**config.mk**
```make
export PLATFORM = sky130hd
export DESIGN_NAME = multi_frame_aligner_flat
export DESIGN_NICKNAME = d
export VERILOG_FILES = /design/src/rtl/frame_align_pkg.sv /design/src/rtl/multi_frame_aligner_if.sv /design/src/rtl/frame_align_chan.sv /design/src/rtl/tmr_voter.sv /design/src/rtl/multi_frame_aligner.sv /design/src/flat_wrapper.sv
export SDC_FILE = /design/constraint.sdc
export NUM_CORES = 1
export LEC_CHECK = 0
export CORE_ASPECT_RATIO = 2
export CORE_MARGIN = 2
export CORE_UTILIZATION = 60
export CTS_CLUSTER_SIZE = 14
export DETAILED_ROUTE_END_ITERATION = 12
export PLACE_DENSITY = 0.87
export SLEW_MARGIN = 20
export SYNTH_ARGS = -nofsm -noshare
export SYNTH_HDL_FRONTEND = slang
export SYNTH_SLANG_ARGS = --single-unit
```
**constraint.sdc**
```tcl
create_clock -name clock -period 3.7 [get_ports clock]
set_clock_uncertainty 0.2 [all_clocks]
set_input_delay 0.37 -clock clock [delete_from_list [all_inputs] [get_ports clock]]
set_output_delay 0.37 -clock clock [all_outputs]
set_load 0.01 [all_outputs]
```
**src/rtl/frame_align_pkg.sv**
```systemverilog
// Shared types and helpers for the multi-channel frame aligner.
package frame_align_pkg;

  typedef enum logic [1:0] {
    SEARCH  = 2'd0,
    CONFIRM = 2'd1,
    LOCKED  = 2'd2
  } state_t;

  localparam int CNT_W = 12;
  localparam logic [CNT_W-1:0] CNT_MAX = '1;

  // Slip counter width for a power-of-two frame size.
  function automatic int calc_slip_w(input int frame_size);
    return $clog2(frame_size);
  endfunction

  // A marker is good when only bit 0 of the rotated sof is set.
  // Frames are at most 16 bits, so callers zero-extend to 16.
  function automatic logic good_marker(input logic [15:0] sof);
    return sof == 16'd1;
  endfunction

endpackage

```
**src/rtl/multi_frame_aligner_if.sv**
```systemverilog
// Bus bundle for multi_frame_aligner: raw frames in, aligned frames and status out.
interface multi_frame_aligner_if
  import frame_align_pkg::*;
#(
  parameter int NUM_CHANNELS = 8,
  parameter int FRAME_SIZE   = 8
);
  localparam int SLIP_W = calc_slip_w(FRAME_SIZE);

  logic [NUM_CHANNELS*FRAME_SIZE-1:0] data_i;
  logic [NUM_CHANNELS*FRAME_SIZE-1:0] sof_i;
  logic [NUM_CHANNELS-1:0]            channel_mask_i;
  logic [CNT_W-1:0]                   aligned_count_to_ready;
  logic [NUM_CHANNELS*FRAME_SIZE-1:0] data_o;
  logic [NUM_CHANNELS*SLIP_W-1:0]     bitslip_cnt_o;
  logic [NUM_CHANNELS-1:0]            aligned_o;
  logic [NUM_CHANNELS-1:0]            unstable_o;
  logic                               all_aligned_o;
  logic [15:0]                        tmr_err_cnt_o;

  modport master (
    output data_i, sof_i, channel_mask_i, aligned_count_to_ready,
    input  data_o, bitslip_cnt_o, aligned_o, unstable_o, all_aligned_o, tmr_err_cnt_o
  );

  modport slave (
    input  data_i, sof_i, channel_mask_i, aligned_count_to_ready,
    output data_o, bitslip_cnt_o, aligned_o, unstable_o, all_aligned_o, tmr_err_cnt_o
  );

endinterface

```
**src/rtl/frame_align_chan.sv**
```systemverilog
// One aligner channel: rotator plus SEARCH/CONFIRM/LOCKED FSM with lock counter.
// Next state is computed from the *_i copies of the state so that a voted
// value can be fed back when the channel is replicated.
module frame_align_chan
  import frame_align_pkg::*;
#(
  parameter int  FRAME_SIZE = 8,
  localparam int SLIP_W     = calc_slip_w(FRAME_SIZE)
) (
  input  logic                  clock,
  input  logic                  reset_i,
  input  logic [FRAME_SIZE-1:0] data_i,
  input  logic [FRAME_SIZE-1:0] sof_i,
  input  logic                  mask_i,
  input  logic [CNT_W-1:0]      ready_i,
  input  state_t                st_i,
  input  logic [SLIP_W-1:0]     slip_i,
  input  logic [CNT_W-1:0]      cnt_i,
  input  logic                  unst_i,
  output state_t                st_o,
  output logic [SLIP_W-1:0]     slip_o,
  output logic [CNT_W-1:0]      cnt_o,
  output logic                  unst_o,
  output logic [FRAME_SIZE-1:0] rot_o
);
  state_t              st_q, st_d;
  logic [SLIP_W-1:0]   slip_q, slip_d, idx;
  logic [CNT_W-1:0]    cnt_q, cnt_d;
  logic                unst_q, unst_d, good;
  logic [FRAME_SIZE-1:0] rot_sof;

  // Rotate data and sof by the current slip: rot[k] = in[(k+slip) mod FRAME_SIZE].
  always_comb begin
    rot_o   = '0;
    rot_sof = '0;
    idx     = '0;
    for (int k = 0; k < FRAME_SIZE; k++) begin
      idx        = SLIP_W'(k) + slip_i;
      rot_o[k]   = data_i[idx];
      rot_sof[k] = sof_i[idx];
    end
  end

  assign good = good_marker(16'(rot_sof));

  // Next-state logic. CONFIRM compares the count held before this marker,
  // so a threshold of N locks on the N-th good CONFIRM cycle (0 and 1 both
  // lock on the first one).
  always_comb begin
    st_d   = st_i;
    slip_d = slip_i;
    cnt_d  = cnt_i;
    unst_d = unst_i;
    if (mask_i) begin
      st_d   = SEARCH;
      slip_d = '0;
      cnt_d  = '0;
    end else begin
      case (st_i)
        SEARCH: begin
          if (good) begin
            st_d  = CONFIRM;
            cnt_d = CNT_W'(1);
          end else begin
            slip_d = slip_i + SLIP_W'(1);
          end
        end
        CONFIRM: begin
          if (good) begin
            cnt_d = (cnt_i == CNT_MAX) ? CNT_MAX : cnt_i + CNT_W'(1);
            if (cnt_i >= ready_i) st_d = LOCKED;
          end else begin
            st_d   = SEARCH;
            slip_d = slip_i + SLIP_W'(1);
            cnt_d  = '0;
          end
        end
        LOCKED: begin
          if (!good) begin
            st_d   = SEARCH;
            cnt_d  = '0;
            unst_d = 1'b1;
          end
        end
        default: begin
          st_d  = SEARCH;
          cnt_d = '0;
        end
      endcase
    end
  end

  // FSM, slip, counter and sticky unstable registers.
  always_ff @(posedge clock) begin
    if (reset_i) begin
      st_q   <= SEARCH;
      slip_q <= '0;
      cnt_q  <= '0;
      unst_q <= 1'b0;
    end else begin
      st_q   <= st_d;
      slip_q <= slip_d;
      cnt_q  <= cnt_d;
      unst_q <= unst_d;
    end
  end

  assign st_o   = st_q;
  assign slip_o = slip_q;
  assign cnt_o  = cnt_q;
  assign unst_o = unst_q;

endmodule

```
**src/rtl/tmr_voter.sv**
```systemverilog
// Bitwise 2-of-3 majority voter with a disagreement flag.
module tmr_voter #(
  parameter int W = 8
) (
  input  logic [W-1:0] a_i,
  input  logic [W-1:0] b_i,
  input  logic [W-1:0] c_i,
  output logic [W-1:0] y_o,
  output logic         err_o
);
  assign y_o   = (a_i & b_i) | (a_i & c_i) | (b_i & c_i);
  assign err_o = |((a_i ^ b_i) | (a_i ^ c_i));
endmodule

```
**src/rtl/multi_frame_aligner.sv**
```systemverilog
// Multi-channel elink frame aligner. Optional triplicated channel state with
// majority voting is enabled by defining TMR_FRAME_ALIGNER_EN.
module multi_frame_aligner
  import frame_align_pkg::*;
#(
  parameter int NUM_CHANNELS = 8,
  parameter int FRAME_SIZE   = 8
) (
  input logic                  clock,
  input logic                  reset_i,
  multi_frame_aligner_if.slave bus
);
  localparam int SLIP_W = calc_slip_w(FRAME_SIZE);

  typedef logic [NUM_CHANNELS-1:0][FRAME_SIZE-1:0] frame_vec_t;

  frame_vec_t data_in, sof_in, rot_d, rot_q, data_d, data_q;
  logic [NUM_CHANNELS-1:0][SLIP_W-1:0] slip_v, slip_q;
  logic [NUM_CHANNELS-1:0] lock_v, unst_v, aligned_d, aligned_q, unst_q;
  logic all_d, all_q;

  assign data_in = bus.data_i;
  assign sof_in  = bus.sof_i;

`ifdef TMR_FRAME_ALIGNER_EN
  logic [NUM_CHANNELS-1:0] vote_err;
  logic [15:0]             err_cnt_q;
`endif

  for (genvar c = 0; c < NUM_CHANNELS; c++) begin : g_ch
`ifdef TMR_FRAME_ALIGNER_EN
    localparam int VW = 2 + SLIP_W + CNT_W + 1;
    logic [2:0][VW-1:0]         rep;
    logic [2:0][FRAME_SIZE-1:0] rot_rep;
    logic [VW-1:0]              voted;
    state_t                     st_v;
    logic [CNT_W-1:0]           cnt_v;
    for (genvar r = 0; r < 3; r++) begin : g_rep
      state_t            st_r;
      logic [SLIP_W-1:0] slip_r;
      logic [CNT_W-1:0]  cnt_r;
      logic              unst_r;
      frame_align_chan #(.FRAME_SIZE(FRAME_SIZE)) u_chan (
        .clock(clock), .reset_i(reset_i), .data_i(data_in[c]), .sof_i(sof_in[c]),
        .mask_i(bus.channel_mask_i[c]), .ready_i(bus.aligned_count_to_ready),
        .st_i(st_v), .slip_i(slip_v[c]), .cnt_i(cnt_v), .unst_i(unst_v[c]),
        .st_o(st_r), .slip_o(slip_r), .cnt_o(cnt_r), .unst_o(unst_r),
        .rot_o(rot_rep[r])
      );
      assign rep[r] = {st_r, slip_r, cnt_r, unst_r};
    end
    tmr_voter #(.W(VW)) u_vote (
      .a_i(rep[0]), .b_i(rep[1]), .c_i(rep[2]), .y_o(voted), .err_o(vote_err[c])
    );
    assign st_v      = state_t'(voted[VW-1 -: 2]);
    assign slip_v[c] = voted[CNT_W+1 +: SLIP_W];
    assign cnt_v     = voted[1 +: CNT_W];
    assign unst_v[c] = voted[0];
    assign rot_d[c]  = (rot_rep[0] & rot_rep[1]) | (rot_rep[0] & rot_rep[2]) |
                       (rot_rep[1] & rot_rep[2]);
    assign lock_v[c] = (st_v == LOCKED);
`else
    state_t           st_w;
    logic [CNT_W-1:0] cnt_w;
    frame_align_chan #(.FRAME_SIZE(FRAME_SIZE)) u_chan (
      .clock(clock), .reset_i(reset_i), .data_i(data_in[c]), .sof_i(sof_in[c]),
      .mask_i(bus.channel_mask_i[c]), .ready_i(bus.aligned_count_to_ready),
      .st_i(st_w), .slip_i(slip_v[c]), .cnt_i(cnt_w), .unst_i(unst_v[c]),
      .st_o(st_w), .slip_o(slip_v[c]), .cnt_o(cnt_w), .unst_o(unst_v[c]),
      .rot_o(rot_d[c])
    );
    assign lock_v[c] = (st_w == LOCKED);
`endif
  end

  // Output gating: masked channels report no data and no lock.
  always_comb begin
    data_d = '0;
    for (int c = 0; c < NUM_CHANNELS; c++) begin
      data_d[c] = bus.channel_mask_i[c] ? '0 : rot_q[c];
    end
    aligned_d = lock_v & ~bus.channel_mask_i;
    all_d     = ~(&bus.channel_mask_i) & (&(aligned_d | bus.channel_mask_i));
  end

  // Two-stage data pipeline (rotate, output) and registered status.
  always_ff @(posedge clock) begin
    if (reset_i) begin
      rot_q     <= '0;
      data_q    <= '0;
      slip_q    <= '0;
      aligned_q <= '0;
      unst_q    <= '0;
      all_q     <= 1'b0;
    end else begin
      rot_q     <= rot_d;
      data_q    <= data_d;
      slip_q    <= slip_v;
      aligned_q <= aligned_d;
      unst_q    <= unst_v;
      all_q     <= all_d;
    end
  end

`ifdef TMR_FRAME_ALIGNER_EN
  // Saturating count of cycles where any channel's replicas disagree.
  always_ff @(posedge clock) begin
    if (reset_i)                             err_cnt_q <= '0;
    else if (|vote_err && err_cnt_q != '1)   err_cnt_q <= err_cnt_q + 16'd1;
  end
  assign bus.tmr_err_cnt_o = err_cnt_q;
`else
  assign bus.tmr_err_cnt_o = '0;
`endif

  assign bus.data_o        = data_q;
  assign bus.bitslip_cnt_o = slip_q;
  assign bus.aligned_o     = aligned_q;
  assign bus.unstable_o    = unst_q;
  assign bus.all_aligned_o = all_q;

endmodule

```
**src/flat_wrapper.sv**
```systemverilog
// flat-port wrapper written by rule: the top's interface ports become plain ports
module multi_frame_aligner_flat import frame_align_pkg::*;
#(
  parameter int NUM_CHANNELS = 8,
  parameter int FRAME_SIZE   = 8
)
  (clock, reset_i, bus_data_i, bus_sof_i, bus_channel_mask_i, bus_aligned_count_to_ready, bus_data_o, bus_bitslip_cnt_o, bus_aligned_o, bus_unstable_o, bus_all_aligned_o, bus_tmr_err_cnt_o);
  multi_frame_aligner_if #(.NUM_CHANNELS(NUM_CHANNELS), .FRAME_SIZE(FRAME_SIZE)) bus_i ();
  input logic clock;
  input logic reset_i;
  input wire logic [$bits(bus_i.data_i)-1:0] bus_data_i;
  input wire logic [$bits(bus_i.sof_i)-1:0] bus_sof_i;
  input wire logic [$bits(bus_i.channel_mask_i)-1:0] bus_channel_mask_i;
  input wire logic [$bits(bus_i.aligned_count_to_ready)-1:0] bus_aligned_count_to_ready;
  output wire logic [$bits(bus_i.data_o)-1:0] bus_data_o;
  output wire logic [$bits(bus_i.bitslip_cnt_o)-1:0] bus_bitslip_cnt_o;
  output wire logic [$bits(bus_i.aligned_o)-1:0] bus_aligned_o;
  output wire logic [$bits(bus_i.unstable_o)-1:0] bus_unstable_o;
  output wire logic [$bits(bus_i.all_aligned_o)-1:0] bus_all_aligned_o;
  output wire logic [$bits(bus_i.tmr_err_cnt_o)-1:0] bus_tmr_err_cnt_o;
  assign bus_i.data_i = bus_data_i;
  assign bus_i.sof_i = bus_sof_i;
  assign bus_i.channel_mask_i = bus_channel_mask_i;
  assign bus_i.aligned_count_to_ready = bus_aligned_count_to_ready;
  assign bus_data_o = bus_i.data_o;
  assign bus_bitslip_cnt_o = bus_i.bitslip_cnt_o;
  assign bus_aligned_o = bus_i.aligned_o;
  assign bus_unstable_o = bus_i.unstable_o;
  assign bus_all_aligned_o = bus_i.all_aligned_o;
  assign bus_tmr_err_cnt_o = bus_i.tmr_err_cnt_o;
  multi_frame_aligner #(.NUM_CHANNELS(NUM_CHANNELS), .FRAME_SIZE(FRAME_SIZE)) u_core (.clock(clock), .reset_i(reset_i), .bus(bus_i));
endmodule
```
==> impl_metrics.py <==
metrics = {
    "timing": {
        "max-slew-margin-rel_pct": 28.3,
        "fmax_ghz": 0.325,
        "slew_viol_final": 0,
        "period_share_pct": 83.3,
        "period_minus_slack_ns": 3.08,
        "worstMarginPinSlew_ns": 1.05,
        "hold_viol": 0,
        "setup_viol": 0,
        "setup_tns_ns": 0,
        "rsz0062_at_grt": "no",
    },
    "synthesis": {
        "ys.warnings.count": 0,
        "synthCells": 2003,
        "post_synth_num_cell_types": 89,
        "postSynth.asyncResetShare_pct": 0,
        "ys_seq_area_share_pct": 34.6,
        "synth_top_area_share_pct": 34.6,
        "synth-edff-count": 0,
        "avgSynthCellArea_um2": 9.04,
        "synth_area_leaders": "dfxtp_1, mux4_2, ha_1",
        "netlist_area_mm2": 0.0181,
        "ys.flop_type": "dfxtp_1",
        "ys_ff_latch": 313,
        "synth_top_cell_by_area": "dfxtp_1",
    },
    "worst_setup_path": {
        "crit_start": "bus_aligned_count_to_ready[11]",
        "r2r_end": "u_core.g_ch[4].u_chan.cnt_o[11]",
        "path_class": "in2reg",
        "setup.worst_path.start_class": "primary input",
        "critPathArrivalTime_ns": 3.32,
        "r2r-start": "u_core.g_ch[4].u_chan.slip_o[1]",
        "cp.required_ns": 3.94,
        "end_kind": "flip-flop",
        "reg2reg_slack_ns": 0.62,
        "reg2reg_depth": 6,
        "crit_end": "u_core.g_ch[1].u_chan.st_o[0]",
        "cp_max_fo": 8,
    },
    "global_routing": {
        "grt_first_pass_wirelength_mm": 74.5,
        "grt_max_degree": 51,
        "globalRouteOverflowTotal": 0,
        "grt_pass1_vias": 15293,
        "antenna_found_initial": 0,
        "grt_usage_pct": 28.1,
    },
    "placement": {
        "place.detailed.hpwl_mm": 34.0,
        "io_buffers": 254,
        "place_congestion": 0.955,
    },
    "job": {
        "cap_violations": 0,
    },
    "die": {
        "core-area_mm2": 0.0300,
        "dieArea_mm2": 0.0317,
        "die_w_um": 127,
        "rows": 90,
        "ios": 271,
        "die_h_um": 250,
        "start_util_pct": 60.5,
    },
    "clock_network": {
        "cts_setup_buffers": 0,
        "clockBufferDepth": 3,
        "tritoncts": "done",
        "clk_latency_ns": 0.56,
        "cts_buffers": 28,
        "cts_max_level": 1,
        "path_clk_slew_ns": 0.07,
        "cts.repair.resized": 0,
        "cts_hold_buf": 0,
        "root_buffer": "clkbuf_16",
        "cts.sinks": 313,
    },
    "final_layout": {
        "syn_to_final_growth_pct": 19.6,
        "nFillCells": 2235,
        "utilization_pct": 72.3,
        "nets": 2491,
        "final_common_cell": "dfxtp_1",
        "final_layout_size_suffix_gt1_share_pct": 7.74,
        "layout_common_cells": "dfxtp_1, clkdlybuf4s50_1, nor2_1, nand2_1, a21oi_1",
    },
    "pwr": {
        "leakagePower_nw": 8.44,
        "p_per_area_mw_per_mm2": 339,
        "ir_worst_vdd_v": 0.000340,
    },
    "route": {
        "drt-initial-drc-count": 1349,
        "wl_per_cell_um": 17.7,
        "vias": 16226,
        "vias_per_cell": 6.23,
        "drc": 0,
        "wirelength_mm": 46.0,
        "ant_nets": 0,
        "firstDrtPassIters": 5,
    },
    "worst_hold_path": {
        "hp-class": "in2reg",
    },
    "outcome": {
        "outcome": "complete, no violations",
    },
}
-- state kept, by name, indices dropped and copies added (netlist names) --
register and flops:
u_core.g_ch.u_chan.cnt_o 96, u_core.rot_q 64, u_core.bus.bitslip_cnt_o 24, u_core.bus.all_aligned_o 1, u_core.bus.data_o 64, u_core.g_ch.u_chan.unst_o 8
u_core.bus.unstable_o 8, u_core.g_ch.u_chan.slip_o 24, u_core.bus.aligned_o 8, u_core.g_ch.u_chan.st_o 16
-- final cells by class --
class                   count  area [um^2]  area share [%]
clock buffers              39          813            3.76
diodes                      1         2.50          0.0116
well taps                 368          460            2.13
repair buffers            268         2650            12.2
multi-input cells        1512        11000            51.0
clock inverters             6         58.8           0.272
flip-flops and latches    313         6270            28.9
inverters                  98          368            1.70
-- worst min-delay path by stage --
stage | cells past startpoint | startpoint | slack, ns | end
floorplan | 1 | u_core.rot_q[0] | 0.21 | u_core.bus.data_o[0]
global placement | 1 | u_core.rot_q[48] | 0.21 | u_core.bus.data_o[48]
detailed placement | 1 | u_core.rot_q[44] | 0.21 | u_core.bus.data_o[44]
CTS | 2 | reset_i | 0.05 | u_core.bus.bitslip_cnt_o[12]
global route | 2 | reset_i | 0.08 | u_core.bus.bitslip_cnt_o[22]
finish | 2 | reset_i | 0.07 | u_core.bus.bitslip_cnt_o[9]
-- per-stage QoR --
stage | cell area [um^2] | hold slack (ns) | std cells | power [mW] | setup slack, ns
5_1_grt | 21700 | 0.0819 | 2604 | 7.59 | 0.483
6_report | 21700 | 0.0712 | 2605 | 7.35 | 0.619
2_1_floorplan | 18200 | 0.206 | 2018 | 4.15 | 1.41
3_5_place_dp | 20800 | 0.211 | 2559 | 4.55 | 0.295
4_1_cts | 21700 | 0.0531 | 2604 | 7.37 | 0.658
3_3_place_gp | 20800 | 0.207 | 2559 | 4.52 | 0.455
-- metal layers --
| layer | vias up | GRT usage [%] | part of all wire [%] |
|---|---|---|---|
| met3 | 120 | 4.14 | 7.4 |
| met4 | 0 | 10.9 | 3.9 |
| met5 | - | 0 | 0 |
| met2 | 700 | 49.0 | 49 |
| li1 | 7741 | - | - |
| met1 | 7665 | 34.8 | 39 |
-- critical path, cell delays in order --
cell and delay [ns]:
clkdlybuf4s50_1 0.40, inv_1 0.35, ha_1 0.35, a21oi_1 0.18
o21ai_0 0.16, a2111oi_0 0.94, a21oi_1 0.17, a2111oi_0 0.39
-- where the power goes --
group          switching (mW)  internal, mW  leakage [nW]
logic                   0.459         0.495          5.46
clock network            1.27          1.59         0.433
registers              0.0622          3.47          2.55
total                    1.79          5.56          8.44
-- kinds of logic (layout without fill, tap and decap cells) --
logic type                 count (synthesis)  after routing  share of synthesized area [%]
DFF                                      313            313                           34.6
other                                      1             17                         0.0207
buffers and inverters                    193            411                           4.74
adders and majority gates                120            120                           8.29
muxes                                    115            115                           11.4
and+or+nand+nor                          745            745                           21.7
xor gates and xnor gates                  36             36                           1.74
AOI/OAI and AO/OA                        480            480                           17.5
-- synthesized netlist by cell type (all sizes together) (6+ instances only) --
cell type / n
nor3b: 8
nor4: 23
buf: 54
nand3: 65
a211oi: 24
a21oi: 123
clkbuf: 41
o22ai: 6
mux4: 72
nor4b: 12
o21a: 21
nand4: 30
o31ai: 12
nand3b: 10
nor2b: 46
xnor2: 11
or2: 16
or3: 17
a31oi: 26
mux2i: 40
and2: 75
a21o: 46
o211ai: 7
nand2: 149
xor2: 25
nor2: 159
nor3: 29
nand2b: 63
o311ai: 7
and3: 18
a311oi: 7
a2111oi: 8
a31o: 10
a41oi: 8
ha: 120
dfxtp: 313
inv: 98
o21ai: 108
a211o: 9
o211a: 6
or4: 7
Note: power is estimated with default switching activity, not from simulation.
